$ cat src/rtl/fir_pkg.sv
// fir_pkg: shared types, default widths and the default coefficient table for the FIR sequencer.
package fir_pkg;
  localparam int TAPS_DEF = 32;
  localparam int IN_W_DEF = 10;
  localparam int COEF_W_DEF = 8;
  localparam int COEF_SUM = 302;
  typedef enum logic [1:0] {IDLE, MAC, DONE} state_t;
  // Symmetric low-pass response h0..h31
  localparam int COEF_TAB [32] = '{3, 2, 1, 0, 0, 0, 0, 0, 0, 0,
                                   4, 12, 21, 30, 37, 41, 41, 37, 30, 21, 12, 4,
                                   0, 0, 0, 0, 0, 0, 0, 1, 2, 3};
  function automatic int default_coef(input int k);
    return (k >= 0 && k < 32) ? COEF_TAB[k] : 0;
  endfunction
endpackage

$ cat src/rtl/fir_mac.sv
// fir_mac: registered multiply-accumulate with synchronous clear (clear wins over enable).
module fir_mac
  import fir_pkg::*;
#(
  parameter int IN_W = IN_W_DEF,
  parameter int COEF_W = COEF_W_DEF,
  parameter int OUT_W = IN_W_DEF + COEF_W_DEF + 5
)(
  input  logic              clock,
  input  logic              reset,
  input  logic              clr,
  input  logic              en,
  input  logic [IN_W-1:0]   sample,
  input  logic [COEF_W-1:0] coef,
  output logic [OUT_W-1:0]  acc
);
  localparam int PW = IN_W + COEF_W;
  logic [PW-1:0] prod;
  logic [OUT_W-1:0] acc_d, acc_q;
  always_comb begin
    prod = PW'(sample) * PW'(coef);
    acc_d = clr ? '0 : en ? acc_q + OUT_W'(prod) : acc_q;
  end
  always_ff @(posedge clock) acc_q <= reset ? '0 : acc_d;
  assign acc = acc_q;
endmodule

$ cat src/rtl/fir_mac_sequencer.sv
// fir_mac_sequencer: time-multiplexed FIR, one shared MAC stepped over all taps per sample.
// Define FIR_COEF_WRITE_EN for a writable coefficient file; otherwise coefficients are the package table.
module fir_mac_sequencer
  import fir_pkg::*;
#(
  parameter int TAPS = TAPS_DEF,
  parameter int IN_W = IN_W_DEF,
  parameter int COEF_W = COEF_W_DEF,
  parameter int OUT_W = IN_W + COEF_W + $clog2(TAPS)
)(
  input  logic                    clock,
  input  logic                    reset,
  input  logic                    in_valid,
  output logic                    in_ready,
  input  logic [IN_W-1:0]         in_data,
  output logic                    out_valid,
  input  logic                    out_ready,
  output logic [OUT_W-1:0]        out_data,
  input  logic                    coef_we,
  input  logic [$clog2(TAPS)-1:0] coef_addr,
  input  logic [COEF_W-1:0]       coef_data,
  output logic                    coef_ack
);
  localparam int AW = $clog2(TAPS);
  state_t state_q, state_d;
  logic [AW-1:0] wr_ptr_q, wr_ptr_d, cur_ptr_q, cur_ptr_d, k_q, k_d, rd_idx;
  logic [IN_W-1:0] buf_q [TAPS];
  logic [IN_W-1:0] buf_d [TAPS];
  logic [COEF_W-1:0] coef_k;
  logic accept, last;
  assign accept = in_valid & in_ready;
  assign last = k_q == AW'(TAPS - 1);
  assign rd_idx = cur_ptr_q - k_q;
  always_ff @(posedge clock) state_q <= reset ? IDLE : state_d;
  always_comb begin
    state_d = (state_q == IDLE && accept) ? MAC :
              (state_q == MAC && last) ? DONE :
              (state_q == DONE && out_ready) ? IDLE : state_q;
  end
  always_comb begin
    in_ready = state_q == IDLE;
    out_valid = state_q == DONE;
  end
  always_comb begin
    wr_ptr_d = accept ? wr_ptr_q + 1'b1 : wr_ptr_q;
    cur_ptr_d = accept ? wr_ptr_q : cur_ptr_q;
    k_d = (state_q == MAC) ? k_q + 1'b1 : '0;
    buf_d = buf_q;
    if (accept) buf_d[wr_ptr_q] = in_data;
  end
  always_ff @(posedge clock) begin
    if (reset) begin
      wr_ptr_q <= '0;
      cur_ptr_q <= '0;
      k_q <= '0;
      buf_q <= '{default: '0};
    end else begin
      wr_ptr_q <= wr_ptr_d;
      cur_ptr_q <= cur_ptr_d;
      k_q <= k_d;
      buf_q <= buf_d;
    end
  end
`ifdef FIR_COEF_WRITE_EN
  logic [COEF_W-1:0] coef_q [TAPS];
  logic [COEF_W-1:0] coef_d [TAPS];
  logic coef_ack_d, coef_ack_q;
  // A write racing a sample accept is dropped so the MAC never sees a half-updated file
  always_comb begin
    coef_ack_d = state_q == IDLE && coef_we && !accept;
    coef_d = coef_q;
    if (coef_ack_d) coef_d[coef_addr] = coef_data;
  end
  always_ff @(posedge clock) begin
    if (reset) begin
      for (int i = 0; i < TAPS; i++) coef_q[i] <= COEF_W'(default_coef(i));
      coef_ack_q <= 1'b0;
    end else begin
      coef_q <= coef_d;
      coef_ack_q <= coef_ack_d;
    end
  end
  assign coef_k = coef_q[k_q];
  assign coef_ack = coef_ack_q;
`else
  logic unused_coef;
  assign unused_coef = ^{coef_we, coef_addr, coef_data};
  assign coef_k = COEF_W'(default_coef(int'(k_q)));
  assign coef_ack = 1'b0;
`endif
  fir_mac #(.IN_W(IN_W), .COEF_W(COEF_W), .OUT_W(OUT_W)) u_mac (
    .clock  (clock),
    .reset  (reset),
    .clr    (accept),
    .en     (state_q == MAC),
    .sample (buf_q[rd_idx]),
    .coef   (coef_k),
    .acc    (out_data)
  );
endmodule

$ cat config.mk
export PLATFORM = sky130hd
export DESIGN_NAME = fir_mac_sequencer
export DESIGN_NICKNAME = d
export VERILOG_FILES = /design/src/rtl/fir_pkg.sv /design/src/rtl/fir_mac.sv /design/src/rtl/fir_mac_sequencer.sv
export SDC_FILE = /design/constraint.sdc
export NUM_CORES = 1
export LEC_CHECK = 0
export CORE_MARGIN = 1.5
export CORE_UTILIZATION = 55
export CTS_CLUSTER_DIAMETER = 150
export DETAILED_ROUTE_END_ITERATION = 10
export PLACE_DENSITY = 0.73
export SETUP_SLACK_MARGIN = 0.4
export SYNTH_ARGS = -nofsm -noshare
export SYNTH_HDL_FRONTEND = slang
export SYNTH_SLANG_ARGS = --single-unit
$ cat constraint.sdc
create_clock -name clock -period 5.8 [get_ports clock]
set_clock_uncertainty 0.05 [all_clocks]
set_input_delay 1.16 -clock clock [delete_from_list [all_inputs] [get_ports clock]]
set_output_delay 1.16 -clock clock [all_outputs]
set_load 0.05 [all_outputs]
Word level (Yosys, flattened, before mapping) --
Memories as Yosys holds them, arrays and structs flattened. Cells that the tools add are included. W data, S select, Z words.
Storage, ports and cells: flip-flop bits (word level) 360, memory bits (read-only) 1024, input bits 28, output and inout port bits 26, memories 1
Memory list:
- (no name shown) | depth 32, width 32, rd ports 1, clocked after memory_dff 0, wr ports 0, RTL line fir_pkg.sv:13 | return (k >= 0 && k < 32) ? COEF_TAB[k] : 0;
Operators by class: $add $sub $neg 4, multipliers 1, $lt $le $gt $ge 4, eq/ne operators 3, multiplexer cells 11, bitwise logic cells 5, reductions and logical operators 10
Operators with widths (number):
- $bwmux W320 | 1
- $bmux W10 S5 | 1
- $demux W10 S5 | 1
- $ge A32 B6 Y1 const B | 1
- $not A5 Y32 | 1
- $mux W10 | 3
- $add A23 B18 Y23 | 1
- $mul A10 B8 Y18 | 1
- $mux W8 | 2
- $ge A6 B6 Y1 const B | 2
- $not A5 Y6 | 2
- $add A5 B1 Y5 const B | 2
- $lt A6 B1 Y1 const B | 1
- $reduce_or A2 Y1 | 3
- $eq A5 B5 Y1 const B | 1
- $sub A5 B5 Y5 | 1
- $logic_and A1 B1 Y1 | 4
- $mux W2 | 2
- $reduce_bool A3 Y1 | 1
- $eq A2 B1 Y1 const B | 1
- $eq A2 B2 Y1 const B | 1
- $logic_not A2 Y1 | 1
- $reduce_bool A2 Y1 | 1
- $and A1 B1 Y1 | 1
- other kinds (2) | 2

Logic depth before layout (Yosys ltp) --
word-level depth 7, gate-level depth with buffers 28, mapped depth without buffers 24

By module --
Synthesis repeated with hierarchy kept, for this count alone.
Unflattened totals: cell total of the unflattened synthesis 2210, area, all modules 20075.5 um^2
By module, submodules not included:
- fir_mac_sequencer | times used 1, cells each 1730, area an instance 15960.3 um^2, seq. area each 6746.5 um^2
- fir_mac | times used 1, cells each 480, area an instance 4115.2 um^2, seq. area each 460.4 um^2

Worst setup path before layout --
Ideal clock, no wire load.
path kind flip-flop to flip-flop, from register k_q[0], to register u_mac.acc_q[18] (netlist: u_mac.acc[18]), library setup time 0.072 ns, data arrival time 6.201 ns, required time 5.678 ns, path slack -0.523 ns, stages on the path, launching flop included 24, path through dfxtp_1 ha_1 fa_1 buf_4 buf_2 buf_2 buf_2 mux4_2 mux2i_1 nand3_1 and4_4 nand2_1 fa_1 inv_1 fa_1 fa_1 fa_1 ha_1 a21oi_1 nand2_1 o2111a_1 or4_1 nand4b_1 mux2i_1
On the way: cells in the longest elaborated chain, start to end 7
RTL lines:
- start, declared | RTL line fir_mac_sequencer.sv:26 | logic [AW-1:0] wr_ptr_q, wr_ptr_d, cur_ptr_q, cur_ptr_d, k_q, k_d, rd_idx;
- start signal, assigned | RTL line fir_mac_sequencer.sv:60 | k_q <= k_d;
- $sub A5 B5 Y5 | RTL line fir_mac_sequencer.sv:33 | assign rd_idx = cur_ptr_q - k_q;
- $not A5 Y6 (implied by the code) | RTL line fir_mac_sequencer.sv:96 | .sample (buf_q[rd_idx]),
- $bmux W10 S5 | RTL line fir_mac_sequencer.sv:96
- $mux W10 (implied by the code) (2 in a row) | RTL line fir_mac_sequencer.sv:96
- $mul A10 B8 Y18 (*) | RTL line fir_mac.sv:21 | prod = PW'(sample) * PW'(coef);
- $add A23 B18 Y23 (*) | RTL line fir_mac.sv:22 | acc_d = clr ? '0 : en ? acc_q + OUT_W'(prod) : acc_q;
- end signal, assigned | RTL line fir_mac.sv:24 | always_ff @(posedge clock) acc_q <= reset ? '0 : acc_d;
- end, declared | RTL line fir_mac.sv:19 | logic [OUT_W-1:0] acc_d, acc_q;
Every way passes the cells marked *; elsewhere a longest branch is shown, timed or not. The select of a mux whose other input is x is not followed. A chain may end at the register's enable or synchronous reset.

Worst setup path in the final report --
from register cur_ptr_q[0], to register u_mac.acc_q[20] (netlist: u_mac.acc[20])
On the way: cells in the longest elaborated chain, start to end 7
RTL lines:
- start, declared | RTL line fir_mac_sequencer.sv:26
- start signal, assigned | RTL line fir_mac_sequencer.sv:59 | cur_ptr_q <= cur_ptr_d;
- $sub A5 B5 Y5 | RTL line fir_mac_sequencer.sv:33
- $not A5 Y6 (implied by the code) | RTL line fir_mac_sequencer.sv:96
- $bmux W10 S5 | RTL line fir_mac_sequencer.sv:96
- $mux W10 (implied by the code) (2 in a row) | RTL line fir_mac_sequencer.sv:96
- $mul A10 B8 Y18 | RTL line fir_mac.sv:21
- $add A23 B18 Y23 | RTL line fir_mac.sv:22
Every way passes these cells. The select of a mux whose other input is x is not followed.

==> summary.md <==
| Metric | Value |
|---|---|
| DP HPWL | `33160 um` |
| Simple logic cell fraction of the synthesized area | `16.34%` |
| P_int | `4.377 mW` |
| Post-synthesis mux area share | `20.00%` |
| Min Tclk post-route | `6.533 ns` |
| Boundary pin count | `54` |
| CP required | `6.20 ns` |
| Place WS | `-0.8710 ns` |
| Fin crit share | `112.6%` |
| Hold Path Class | `reg -> reg` |
| Seq/Total Area, Yosys | `38.24%` |
| Die area | `35390 um2` |
| CTS tree | `yes` |
| Die Span Y | `188.1 um` |
| Xor/xnor cell area share of the yosys netlist | `1.022%` |
| First-pass GRT wire length | `80560 um` |
| Maximum vdd drop | `0.2197 mV` |
| Syn_nets | `2169` |
| Worst hold slack | `0.4008 ns` |
| Max-Slew Margin vs Limit | `21.01%` |
| Flops & latches, synth | `360` |
| GPL Wtd Cong | `0.8681` |
| Routed WL per cell | `19.30 um` |
| Max cap viols | `0` |
| Worst EP arrival | `6.93 ns` |
| Core area | `33620 um2` |
| Psw | `1.614 mW` |
| CTS sink count | `360` |
| H-tree depth | `2` |
| Synth warnings | `0` |
| GRT Util Overall | `28.55%` |
| Worst-path fanout max | `7` |
| Most common cell after layout, fill and taps aside | `dfxtp_1` |
| Startpoint types | `flip-flop` |
| Placed Area | `20720 um2` |
| Status | `finished, violations left` |
| Clk buf depth | `3` |
| Largest net degree at the start of global routing | `145` |
| Initial core utilization | `56.07%` |
| R2r setup slk | `-0.73 ns` |
| Post-synthesis async set-or-reset flop share | `0%` |
| Total CTS buffers | `39` |
| Buffers on Ports | `38` |
| Net Sw Frac | `26.94%` |
| Overall routed net length | `50810 um` |
| Initial antenna violation count | `0` |
| Total grt overflow | `0` |
| Post-synthesis cell type count | `66` |
| Static leakage | `9.236 nW` |
| Vias | `15420` |
| Post-Synth Adder-Cell Area | `8.684%` |
| Rows | `67` |
| Fin nets | `2287` |
| Clock latency on the worst-skew pair | `0.53 ns` |
| Top_reg_cell synth | `dfxtp_1` |
| Critical path class | `reg -> reg` |
| Final Hold Viols | `0` |
| Router iterations before antenna repair | `7` |
| Final Max Tran Viols | `0` |
| RSZ-0062 raised after global routing | `yes` |
| Tightest Pin Transition | `1.181 ns` |
| Synthesis-to-layout area growth | `20.17%` |
| Final ANT Viol Nets | `0` |
| Share of layout cells above drive strength 1 | `19.73%` |
| Sequential group share of total power | `41.9%` |
| CTS root buf | `clkbuf_16` |
| Area of the mapped netlist | `18850 um2` |
| Commonest cells after routing, fill and taps aside | `dfxtp_1, nand2_1, nor2_1` |
| Critical Path Sink Type | `flip-flop` |
| Drt initial violations | `1107` |
| Clock share of power | `40.1%` |
| Post-route DRC | `0` |
| Post-synth EDFFs | `0` |
| Vias in the first global route | `15130` |
| Failing checks | `negative setup slack` |
| Design Area, Final | `22650 um2` |
| Vias/cell | `5.857` |
| Antenna cell count | `0` |
| Chip width | `188.1 um` |
| Proportion of power drawn by combinational gates | `18.0%` |
| Syn Inst Count | `2039` |
| Post-synthesis compound-gate area fraction | `9.879%` |
| Clock slew at reported path FFs | `0.06 ns` |
| Max Fclk | `153.1 MHz` |
| Final setup vio count | `17` |
| Setup ws final | `-0.7327 ns` |
| Largest family of logic cells by synthesized area | `multiplexers` |
| Cell Pwr Density | `264.5 nW/um2` |
| Post-Syn Area per Cell | `9.243 um2` |
| Pwr Total | `5.990 mW` |
## worst max-delay path, cell delays in order (launching register included)
cell and delay [ns]:
dfxtp_2 0.33, inv_2 0.04, ha_4 0.15, fa_4 0.83
buf_6 0.17, buf_12 0.15, mux4_2 0.18, nor2b_1 0.33
a2111oi_4 0.12, nor4_4 0.24, buf_4 0.21, nand2_1 0.10
fa_1 0.53, inv_1 0.04, ha_1 0.30, fa_1 0.55
fa_1 0.45, ha_4 0.27, a21oi_4 0.16, nand2_2 0.07
o2111a_2 0.29, or4_4 0.53, a21bo_2 0.22, a21oi_2 0.10
## metrics by stage
stage | TNS, ns | instances | utilization (%)
after floorplan | -0.3026 | 2039 | -
after global placement | -8.727 | 2540 | 61.64
after detailed placement | -10.12 | 2540 | 61.64
after CTS | -9.044 | 2626 | 66.99
after global routing | -12.82 | 2633 | 67.37
final | -9.172 | 2633 | 67.37
## path summary, 6_finish.rpt
check,startpoint,endpoint,cells past startpoint
hold / removal,buf_q[297],buf_q[297],2
hold reg to reg,buf_q[297],buf_q[297],2
setup / recovery,cur_ptr_q[0],u_mac.acc[20],23
setup reg to reg,cur_ptr_q[0],u_mac.acc[20],23
## repair_timing
action	in CTS	in global routing
gates cloned	1	0
pin swaps	43	11
resized for setup	106	18
endpoints found under the setup margin	19	19
setup buffers	16	7
hold buffers	0	0
## metal layers
metal	share of wire [%]	up-vias	track usage, %
met1	41	7533	37.01
met2	48	565	47.50
met4	3.8	0	11.66
met3	6.9	124	4.679
li1	-	7200	-
met5	0	-	0
## logic make-up after synthesis
kind of cell	Yosys count
buffers and inverters	256
DFF	360
other	1
xor gates and xnor gates	22
muxes	267
adders and majority gates	102
AOI/OAI and AO/OA	326
and+or+nand+nor	705
## power groups by stage
stage / Sequential [mW] / Clock [mW] / Combinational, mW
after floorplan: 2.58 / 0 / 0.603
after global placement: 2.56 / 0 / 0.928
after detailed placement: 2.56 / 0 / 0.951
after CTS: 2.51 / 2.43 / 1.05
after global routing: 2.51 / 2.53 / 1.16
final: 2.51 / 2.40 / 1.08
## cell type report
type / instances / area (um2)
Clock buffer: 62 / 1144
Inverter: 108 / 407.9
Multi-Input combinational cell: 1423 / 11210
Fill cell: 2468 / 10970
Tap cell: 448 / 560.5
Timing Repair Buffer: 225 / 2027
Clock inverter: 7 / 82.58
Sequential cell: 360 / 7213
## state kept, by name, indices dropped and copies added, names as in the netlist
signal     count
buf_q        320
cur_ptr_q      5
k_q            5
state_q        2
u_mac.acc     23
wr_ptr_q       5
## cells in the mapped netlist (6+ instances only)
| master | count | share of area [%] |
|---|---|---|
| nand2b_1 | 9 | 0.30 |
| nor2b_1 | 28 | 0.93 |
| clkbuf_1 | 108 | 2.2 |
| buf_6 | 6 | 0.36 |
| a2111oi_2 | 10 | 0.80 |
| xnor2_1 | 12 | 0.56 |
| nand3_1 | 91 | 2.4 |
| ha_1 | 54 | 3.6 |
| mux4_2 | 55 | 6.6 |
| inv_1 | 108 | 2.2 |
| xor2_1 | 10 | 0.46 |
| fa_1 | 48 | 5.1 |
| o21ai_0 | 76 | 2.0 |
| a21oi_1 | 199 | 5.3 |
| nor2_1 | 213 | 4.2 |
| mux4_1 | 25 | 3.5 |
| mux2i_1 | 186 | 9.9 |
| dfxtp_1 | 360 | 38 |
| buf_2 | 20 | 0.53 |
| and2_1 | 7 | 0.23 |
| nand2_1 | 309 | 6.2 |
No activity file was read; power rests on OpenSTA's default activity.
